[src/rtl/activation_pkg.sv]
// Shared types and defaults for the activation pipeline.
// Provides the mode enum, default widths and the rounding constant.
package activation_pkg;

    typedef enum logic [1:0] {
        MODE_RELU        = 2'd0,
        MODE_LEAKY_SHIFT = 2'd1,
        MODE_PRELU       = 2'd2,
        MODE_CLIP        = 2'd3
    } mode_e;

    localparam int DEF_WIDTH       = 8;
    localparam int DEF_FRAC        = 5;
    localparam int DEF_ALPHA_WIDTH = 8;
    localparam int DEF_CHANNELS    = 4;
    localparam int DEF_ALPHA_RESET = 'h20;

    // Half an LSB of a value with frac_bits fractional bits.
    function automatic int round_const(input int frac_bits);
        return 1 << (frac_bits - 1);
    endfunction

endpackage

[src/rtl/activation_if.sv]
// Stream and config bundle of the activation pipeline.
// slave: the pipe (takes cfg_*, in_*, out_ready; drives in_ready, out_*).
// master: the mirror view for whoever drives and consumes the stream.
interface activation_if #(
    parameter int WIDTH       = activation_pkg::DEF_WIDTH,
    parameter int ALPHA_WIDTH = activation_pkg::DEF_ALPHA_WIDTH,
    parameter int CH_W        = 2
);
    logic                       cfg_we;
    logic [CH_W-1:0]            cfg_ch;
    logic [ALPHA_WIDTH-1:0]     cfg_alpha;
    logic                       in_valid;
    logic                       in_ready;
    logic [CH_W-1:0]            in_ch;
    activation_pkg::mode_e      in_mode;
    logic signed [WIDTH-1:0]    x_in;
    logic                       out_valid;
    logic                       out_ready;
    logic [CH_W-1:0]            out_ch;
    logic signed [WIDTH-1:0]    y_out;
    logic                       sat_flag;

    modport slave (
        input  cfg_we, cfg_ch, cfg_alpha,
        input  in_valid, in_ch, in_mode, x_in,
        input  out_ready,
        output in_ready,
        output out_valid, out_ch, y_out, sat_flag
    );

    modport master (
        output cfg_we, cfg_ch, cfg_alpha,
        output in_valid, in_ch, in_mode, x_in,
        output out_ready,
        input  in_ready,
        input  out_valid, out_ch, y_out, sat_flag
    );

endinterface

[src/rtl/activation_alpha_bank.sv]
// Per-channel alpha register file: one write port, one async read port.
// Ports: clk, reset, we/wr_ch/wr_data (write), rd_ch -> rd_data (read).
module activation_alpha_bank #(
    parameter int                     CHANNELS    = 4,
    parameter int                     ALPHA_WIDTH = 8,
    parameter int                     CH_W        = 2,
    parameter logic [ALPHA_WIDTH-1:0] ALPHA_RESET = 8'h20
) (
    input  logic                   clk,
    input  logic                   reset,
    input  logic                   we,
    input  logic [CH_W-1:0]        wr_ch,
    input  logic [ALPHA_WIDTH-1:0] wr_data,
    input  logic [CH_W-1:0]        rd_ch,
    output logic [ALPHA_WIDTH-1:0] rd_data
);

    logic [ALPHA_WIDTH-1:0] alpha_q [CHANNELS];
    logic [ALPHA_WIDTH-1:0] alpha_d [CHANNELS];

    always_comb begin
        alpha_d = alpha_q;
        if (we) begin
            alpha_d[wr_ch] = wr_data;
        end
    end

    // Read sees the pre-edge value, so a same-cycle write is not forwarded.
    assign rd_data = alpha_q[rd_ch];

    always_ff @(posedge clk or posedge reset) begin
        if (reset) begin
            for (int i = 0; i < CHANNELS; i++) begin
                alpha_q[i] <= ALPHA_RESET;
            end
        end else begin
            alpha_q <= alpha_d;
        end
    end

endmodule

[src/rtl/activation_pipe.sv]
// Two-stage multi-mode activation unit with per-channel alpha.
// Ports: clk, reset, bus (slave: cfg write, input stream, output stream).
module activation_pipe
    import activation_pkg::*;
#(
    parameter int WIDTH       = DEF_WIDTH,
    parameter int FRAC        = DEF_FRAC,
    parameter int ALPHA_WIDTH = DEF_ALPHA_WIDTH,
    parameter int CHANNELS    = DEF_CHANNELS,
    parameter int CH_W        = $clog2(CHANNELS),
    parameter logic [ALPHA_WIDTH-1:0] ALPHA_RESET =
        ALPHA_WIDTH'(DEF_ALPHA_RESET)
) (
    input logic        clk,
    input logic        reset,
    activation_if.slave bus
);

    localparam int PW   = WIDTH + ALPHA_WIDTH + 1;
    localparam int YMAX = 2 ** (WIDTH - 1) - 1;
    localparam logic signed [PW-1:0] RND =
        PW'(round_const(ALPHA_WIDTH));
    localparam logic [ALPHA_WIDTH-1:0] SHMAX =
        ALPHA_WIDTH'(WIDTH - 1);

    if (FRAC < 0 || FRAC >= WIDTH) begin : g_frac_chk
        $error("FRAC must lie in [0, WIDTH-1]");
    end

    typedef struct packed {
        logic signed [WIDTH-1:0] x;
        logic [CH_W-1:0]         ch;
        mode_e                   mode;
        logic [ALPHA_WIDTH-1:0]  alpha;
    } s1_t;

    typedef struct packed {
        logic signed [WIDTH-1:0] y;
        logic [CH_W-1:0]         ch;
        logic                    sat;
    } s2_t;

    logic s1_valid_q, s1_valid_d;
    logic s2_valid_q, s2_valid_d;
    s1_t  s1_q, s1_d;
    s2_t  s2_q, s2_d;
    s2_t  res;
    logic adv1, adv2;

    logic [ALPHA_WIDTH-1:0]  rd_alpha;
    logic signed [WIDTH-1:0] x1;
    logic [ALPHA_WIDTH-1:0]  shamt;
    logic signed [PW-1:0]    prod;
    logic signed [WIDTH-1:0] clip_t;

    activation_alpha_bank #(
        .CHANNELS    (CHANNELS),
        .ALPHA_WIDTH (ALPHA_WIDTH),
        .CH_W        (CH_W),
        .ALPHA_RESET (ALPHA_RESET)
    ) u_bank (
        .clk     (clk),
        .reset   (reset),
        .we      (bus.cfg_we),
        .wr_ch   (bus.cfg_ch),
        .wr_data (bus.cfg_alpha),
        .rd_ch   (bus.in_ch),
        .rd_data (rd_alpha)
    );

    assign adv2 = ~s2_valid_q | bus.out_ready;
    assign adv1 = ~s1_valid_q | adv2;
    assign x1   = s1_q.x;

    // Result of the beat held in S1, registered into S2.
    always_comb begin
        res     = '0;
        res.ch  = s1_q.ch;
        res.y   = x1;
        res.sat = 1'b0;
        shamt   = (s1_q.alpha > SHMAX) ? SHMAX : s1_q.alpha;
        prod    = $signed({{(PW-WIDTH){x1[WIDTH-1]}}, x1})
                * $signed({{(PW-ALPHA_WIDTH){1'b0}}, s1_q.alpha});
        // Clip level is alpha read as raw output LSBs, capped at +max.
        clip_t  = (int'(s1_q.alpha) > YMAX) ? WIDTH'(YMAX)
                                            : WIDTH'(s1_q.alpha);
        if (x1[WIDTH-1]) begin
            unique case (s1_q.mode)
                MODE_RELU:        res.y = '0;
                MODE_LEAKY_SHIFT: res.y = x1 >>> shamt;
                MODE_PRELU:
                    res.y = WIDTH'((prod + RND) >>> ALPHA_WIDTH);
                MODE_CLIP:        res.y = '0;
            endcase
        end else if (s1_q.mode == MODE_CLIP && x1 > clip_t) begin
            res.y   = clip_t;
            res.sat = 1'b1;
        end
    end

    always_comb begin
        s1_valid_d = s1_valid_q;
        s1_d       = s1_q;
        if (adv1) begin
            s1_valid_d = bus.in_valid;
            if (bus.in_valid) begin
                s1_d.x     = bus.x_in;
                s1_d.ch    = bus.in_ch;
                s1_d.mode  = bus.in_mode;
                s1_d.alpha = rd_alpha;
            end
        end
        s2_valid_d = s2_valid_q;
        s2_d       = s2_q;
        if (adv2) begin
            s2_valid_d = s1_valid_q;
            if (s1_valid_q) begin
                s2_d = res;
            end
        end
    end

    always_ff @(posedge clk or posedge reset) begin
        if (reset) begin
            s1_valid_q <= 1'b0;
            s2_valid_q <= 1'b0;
            s1_q       <= '0;
            s2_q       <= '0;
        end else begin
            s1_valid_q <= s1_valid_d;
            s2_valid_q <= s2_valid_d;
            s1_q       <= s1_d;
            s2_q       <= s2_d;
        end
    end

    assign bus.in_ready  = adv1;
    assign bus.out_valid = s2_valid_q;
    assign bus.y_out     = s2_q.y;
    assign bus.out_ch    = s2_q.ch;
    assign bus.sat_flag  = s2_q.sat;

endmodule
[src/flat_wrapper.sv]
// flat-port wrapper written by rule: the top's interface ports become plain ports
module activation_pipe_flat import activation_pkg::*;
#(
    parameter int WIDTH       = DEF_WIDTH,
    parameter int FRAC        = DEF_FRAC,
    parameter int ALPHA_WIDTH = DEF_ALPHA_WIDTH,
    parameter int CHANNELS    = DEF_CHANNELS,
    parameter int CH_W        = $clog2(CHANNELS),
    parameter logic [ALPHA_WIDTH-1:0] ALPHA_RESET =
        ALPHA_WIDTH'(DEF_ALPHA_RESET)
)
  (clk, reset, bus_cfg_we, bus_cfg_ch, bus_cfg_alpha, bus_in_valid, bus_in_ch, bus_in_mode, bus_x_in, bus_out_ready, bus_in_ready, bus_out_valid, bus_out_ch, bus_y_out, bus_sat_flag);
  activation_if #(.WIDTH(WIDTH), .ALPHA_WIDTH(ALPHA_WIDTH), .CH_W(CH_W)) bus_i ();
  input logic clk;
  input logic reset;
  input wire logic [$bits(bus_i.cfg_we)-1:0] bus_cfg_we;
  input wire logic [$bits(bus_i.cfg_ch)-1:0] bus_cfg_ch;
  input wire logic [$bits(bus_i.cfg_alpha)-1:0] bus_cfg_alpha;
  input wire logic [$bits(bus_i.in_valid)-1:0] bus_in_valid;
  input wire logic [$bits(bus_i.in_ch)-1:0] bus_in_ch;
  input wire logic [$bits(bus_i.in_mode)-1:0] bus_in_mode;
  input wire logic [$bits(bus_i.x_in)-1:0] bus_x_in;
  input wire logic [$bits(bus_i.out_ready)-1:0] bus_out_ready;
  output wire logic [$bits(bus_i.in_ready)-1:0] bus_in_ready;
  output wire logic [$bits(bus_i.out_valid)-1:0] bus_out_valid;
  output wire logic [$bits(bus_i.out_ch)-1:0] bus_out_ch;
  output wire logic [$bits(bus_i.y_out)-1:0] bus_y_out;
  output wire logic [$bits(bus_i.sat_flag)-1:0] bus_sat_flag;
  assign bus_i.cfg_we = bus_cfg_we;
  assign bus_i.cfg_ch = bus_cfg_ch;
  assign bus_i.cfg_alpha = bus_cfg_alpha;
  assign bus_i.in_valid = bus_in_valid;
  assign bus_i.in_ch = bus_in_ch;
  assign bus_i.in_mode = bus_in_mode;
  assign bus_i.x_in = bus_x_in;
  assign bus_i.out_ready = bus_out_ready;
  assign bus_in_ready = bus_i.in_ready;
  assign bus_out_valid = bus_i.out_valid;
  assign bus_out_ch = bus_i.out_ch;
  assign bus_y_out = bus_i.y_out;
  assign bus_sat_flag = bus_i.sat_flag;
  activation_pipe #(.WIDTH(WIDTH), .FRAC(FRAC), .ALPHA_WIDTH(ALPHA_WIDTH), .CHANNELS(CHANNELS), .CH_W(CH_W), .ALPHA_RESET(ALPHA_RESET)) u_core (.clk(clk), .reset(reset), .bus(bus_i));
endmodule
[config.mk]
export PLATFORM = sky130hd
export DESIGN_NAME = activation_pipe_flat
export DESIGN_NICKNAME = d
export VERILOG_FILES = /design/src/rtl/activation_pkg.sv /design/src/rtl/activation_if.sv /design/src/rtl/activation_alpha_bank.sv /design/src/rtl/activation_pipe.sv /design/src/flat_wrapper.sv
export SDC_FILE = /design/constraint.sdc
export NUM_CORES = 1
export LEC_CHECK = 0
export CORE_ASPECT_RATIO = 1.75
export CORE_UTILIZATION = 54
export DETAILED_ROUTE_END_ITERATION = 12
export PLACE_DENSITY = 0.77
export SLEW_MARGIN = 10
export SYNTH_ARGS = -nofsm -noshare
export SYNTH_HDL_FRONTEND = slang
export SYNTH_SLANG_ARGS = --single-unit
[constraint.sdc]
create_clock -name clk -period 5.4 [get_ports clk]
set_input_delay 1.08 -clock clk [delete_from_list [all_inputs] [get_ports clk]]
set_output_delay 1.08 -clock clk [all_outputs]
set_load 0.1 [all_outputs]
# After elaboration in Yosys (flattened, before gate mapping)
# Index checks and enable logic that the tools add are counted.
classes:
  n_reduce_logical: 6
  magnitude_cmp: 6
  mux: 13
  bitwise_logic: 6
  shift: 1
  addsub: 1
  n_mul: 1
  eq_ne: 3
ops:
  columns: ["cell", "n"]
  rows:
  - ["2-to-1 mux 8 bit", 7]
  - ["bitwise mux 32 bit", 1]
  - ["one-hot mux 8 bit (3 select lines)", 1]
  - ["adder 16 x 9 -> 16 bit (second input constant)", 1]
  - ["binary-select mux 8 bit (select 2 bit)", 1]
  - ["demux 8 bit (select 2 bit)", 1]
  - ["multiplier 8 x 9 -> 16 bit", 1]
  - ["> comparator 8 x 3 -> 1 bit (second input constant)", 1]
  - ["> comparator 8 x 7 -> 1 bit (second input constant)", 1]
  - ["> comparator 8 bit", 1]
  - [">>> shifter 8 x 8 -> 8 bit", 1]
  - [">= comparator 3 bit (second input constant)", 2]
  - ["inverter 2 -> 3 bit", 2]
  - ["equality test 2 bit (second input constant)", 2]
  - ["AND reduction 2 bit", 2]
  - ["less-than comparator 3 x 1 -> 1 bit (second input constant)", 1]
  - ["equality test 2 x 1 -> 1 bit (second input constant)", 1]
  - ["logical AND 1 bit", 2]
  - ["zero test 2 bit", 1]
  - ["2-to-1 mux 1 bit", 2]
  - ["inverter 1 bit", 2]
  - ["OR 1 bit", 2]
  - ["OR reduction 2 bit", 1]
word_totals:
  word_cells: 50
  ff_bits: 65
  output_inout_bits: 13
  inputBits: 27

# Logic depth before layout (Yosys ltp)
depth:
  ltp_word: 6
  depth_mapped: 17
  ltp_nobuf: 16

# Modules after synthesis
# A second synthesis with hierarchy kept.
unflattened:
  hier_cells: 512
  area_unflattened_um2: 5506.5
by_module_without_submodules:
  columns: ["module", "cells_each", "instances", "seq_area_each_um2", "area_each_um2"]
  rows:
  - ["activation_pipe", 433, 1, 825.8, 4095.2]
  - ["activation_alpha_bank", 79, 1, 805.8, 1411.4]

# Worst setup path after synthesis
# No wires, ideal clock.
synth_path:
  path_type: "register to register"
  startpoint: "reg u_core.s1_q[7] in the netlist's numbering"
  endpoint: "reg u_core.s2_q, in the netlist u_core.bus.y_out[4]"
  path_buffers: 2
  arrival_ps: 4862
  required_ps: 5276
  path_stages_with_launch: 17
  setup_ps: 124
  slack_ps: 414
  period_less_slack_ps: 4986
  path_cell_list: "dfrtp_1 clkbuf_1 clkbuf_1 nand2_1 fa_1 fa_1 inv_1 fa_1 fa_1 fa_1 ha_1 a21o_1 a221oi_1 nand2_1 a21oi_1 xnor2_1 a211o_1"
synth_between:
  elab_chain_cells: 6
  word_cells_on_any_way: 12
  cone_classes: "add/sub: 1; mul: 1; order compare: 3; shift: 1; mux: 5; reduce/logical: 1"
synth_rtl:
  columns: ["item", "line_no", "rtl"]
  rows:
  - ["start: declaration", "activation_pipe.sv:45", "s1_t s1_q, s1_d;"]
  - ["start signal: assignment", "activation_pipe.sv:127", "s1_q <= '0;"]
  - ["start signal: assignment", "activation_pipe.sv:132", "s1_q <= s1_d;"]
  - ["branches (longest 5 deep; another with multiplier 8 x 9 -> 16 bit)", null, null]
  - ["2-to-1 mux 8 bit *", "activation_pipe.sv:87", "if (x1[WIDTH-1]) begin"]
  - ["end signal: assignment", "activation_pipe.sv:128", "s2_q <= '0;"]
  - ["end signal: assignment", "activation_pipe.sv:133", "s2_q <= s2_d;"]
  - ["end: declaration", "activation_pipe.sv:46", "s2_t s2_q, s2_d;"]
# Every way passes the cells marked *.
# A chain may end at the register's enable or synchronous reset.

# Final worst setup path
layout_path:
  startpoint: "reg u_core.s1_q[3] in the netlist's numbering"
  endpoint: "reg u_core.s2_q, in the netlist u_core.bus.y_out[7]"
# Same word-level chain as after synthesis.

==> results.toml <==
[run_status]
outcome = "completed"

[synth]
synth_edf_count = 0
ys_seq_area_share_pct = 30.3
synth_area_um2 = 5390
syn_inst = 490
synth_cell_types = 55
yosys_register_bits = 65
async_flop_share_pct = 100
yosys_warnings = 0
synth.net_count = 607
synth.avg_cell_area_um2 = 11.0
yosys_most_used_dff = "dfrtp_1"

[worst_setup_path]
reg2reg_slack_ps = 360
crit_type = "flip-flop to flip-flop"
worstSetupStartpointType = "flip-flop"
reg2reg_from = "u_core.s1_q[3]"
worstPathRequired_ps = 5610
endpoint_kind = "flip-flop"
reg2reg_to = "u_core.bus.y_out[7]"
r2r_cells = 14
crit_fanout = 12
cp.arrival_ps = 5250

[grt]
grt_pass1_vias = 4135
grtUsageTotal_pct = 25.5
grt_max_degree = 66
grt_overflow = 0
grt_pass1_wl_um = 20100
antenna_found_initial = 0

[worst_hold_path]
min_path_type = "flip-flop to flip-flop"
whs_endpoint = "u_core.res[1]"
hold_path_startpoint = "u_core.res[1]"
holdPathStages = 1

[final_layout]
fin_area_um2 = 6210
register_area_um2 = 1630
final_cell_mix = "59 x mux2_2, 59 x dfrtp_1, 55 x ha_1"
n_antenna_cell = 0
syn_to_final_growth_pct = 15.2
layoutNonFillerInstCount = 654
final_layout_size_suffix_gt1_share_pct = 19.5
fill_cells = 746
nNetsFinal = 644
multiInputGateArea_um2 = 3490

[floorplanning]
die_y_um = 134
die-area_um2 = 10400
coreArea_um2 = 9590
dieWidth_um = 77.5
design.portCount = 40
start_util_pct = 56.2
rows = 47

[sta]
tightest_slew_ps = 996
slew_violations = 0
setup_viol = 0
rsz0062_at_grt = "false"
hold_viol_final = 0
relSlewSlack_pct = 33.4
tns_ps = 0
fin_ws_ps = 362
clock_skew_ps = 6.59
period_minus_slack_ps = 5040
period_share_pct = 93.3
clock.fmax_mhz = 199

[clock_network]
cts.sinks = 65
clk_path_buf_depth = 2
cts_max_level = 3
cts_tree = "yes"
postCtsSetupBuffers = 0
clock_tree.root_cell = "clkbuf_16"
cts.repair.resized = 0
clk_pin_slew_worst_paths_ps = 50
holdBufCountCts = 0
cts_buffers = 9
clk_latency_ps = 330

[placement]
place_congestion = 0.871
portBuffers = 39
dp.cells = 638
dp_hpwl_um = 9210
dp_slack_ps = 325
placed_cell_area_um2 = 5920

[drt]
wl_per_cell_um = 18.3
drt_iter0_markers = 193
drcViolationCount = 0
viasPerCell = 5.79
routed_wl_um = 12000
vias = 3786
ant_nets = 0
drt_first_pass_iters = 4

[run]
drv_cap = 0
[layer usage]
layer,vias to the layer above,global-route usage [%],wire length [µm]
met1,1907,28.4,4740
met4,0,13.4,495
met5,-,0,0
met3,34,3.95,321
li1,1768,-,-
met2,77,46.0,6430
[cell type report]
| cell class | instances | area share [%] |
|---|---|---|
| multi-input combinational | 354 | 56.2 |
| sequential | 65 | 26.3 |
| tap | 122 | 2.46 |
| timing repair buffer | 50 | 7.62 |
| inverter | 47 | 2.84 |
| clock inverter | 3 | 0.685 |
| clock buffer | 13 | 3.87 |
[through the flow]
step,hold slack [ps],util [%]
global placement,469,61.8
global route,513,64.8
finish,499,64.8
detailed placement,491,61.8
CTS,503,64.7
floorplan,474,-
[cell families (layout without fill, tap and decap cells)]
group                      after synthesis  in the layout  share of synthesized area (%)
adders and majority gates               90             90                           25.8
buffers and inverters                   71            113                           4.97
muxes                                   72             72                           16.6
DFF                                     65             65                           30.3
and+or+nand+nor                        123            123                           13.0
xor gates and xnor gates                11             11                           1.79
other                                    1              1                         0.0696
AOI/OAI and AO/OA                       57             57                           7.55
[critical path, cell delays in order, from the launching register on]
cell	delay (ps)
dfrtp_1	590
nand2_1	140
fa_1	490
fa_1	490
inv_1	50
fa_1	490
fa_1	570
fa_1	420
ha_1	330
a21o_1	200
a221oi_1	320
nand2_1	220
a221oi_1	330
xnor2_1	170
o21ai_0	90
[worst max-delay path by stage]
stage | startpoint | end | slack, ps | cells past startpoint
floorplan | u_core.s1_q[7] | u_core.bus.y_out[4] | 410 | 16
global placement | u_core.x1[4] | u_core.bus.y_out[4] | 430 | 14
detailed placement | u_core.x1[4] | u_core.bus.y_out[7] | 320 | 14
CTS | u_core.x1[4] | u_core.bus.y_out[7] | 310 | 14
global route | u_core.s1_q[3] | u_core.bus.y_out[4] | 0.4 | 14
finish | u_core.s1_q[3] | u_core.bus.y_out[7] | 360 | 14
[registers in the layout, indices dropped and copies added (netlist names), 2 cells and up]
name                   flops
u_core.bus.out_ch          2
u_core.bus.y_out           8
u_core.x1                  8
u_core.u_bank.alpha_q     32
u_core.s1_q               10
u_core.res                 2
[synth_stat cells (3+ instances only)]
| library cell | count | area share (%) |
|---|---|---|
| dfrtp_1 | 61 | 28 |
| mux2_2 | 59 | 12 |
| ha_1 | 55 | 13 |
| inv_1 | 47 | 3.3 |
| and2_1 | 39 | 4.5 |
| fa_1 | 35 | 13 |
| nand2_1 | 26 | 1.8 |
| clkbuf_1 | 22 | 1.5 |
| a21oi_1 | 15 | 1.4 |
| nor2_1 | 11 | 0.77 |
| nor2b_1 | 9 | 1.0 |
| mux4_2 | 8 | 3.3 |
| nand2b_1 | 7 | 0.81 |
| o21ai_0 | 7 | 0.65 |
| a21o_1 | 6 | 0.84 |
| o211ai_1 | 6 | 0.84 |
| xnor2_1 | 6 | 0.98 |
| mux2i_1 | 5 | 0.93 |
| nor3_1 | 5 | 0.46 |
| xor2_1 | 5 | 0.81 |
| dfstp_2 | 4 | 2.0 |
| nand3_1 | 4 | 0.37 |
| nand3b_1 | 4 | 0.56 |
| a221oi_1 | 3 | 0.49 |
| and3_1 | 3 | 0.35 |
| nand4_1 | 3 | 0.35 |
Power is left out: the tool's default activity adds up to more than one toggle a clock period on the data nets, which glitch-free logic cannot reach.
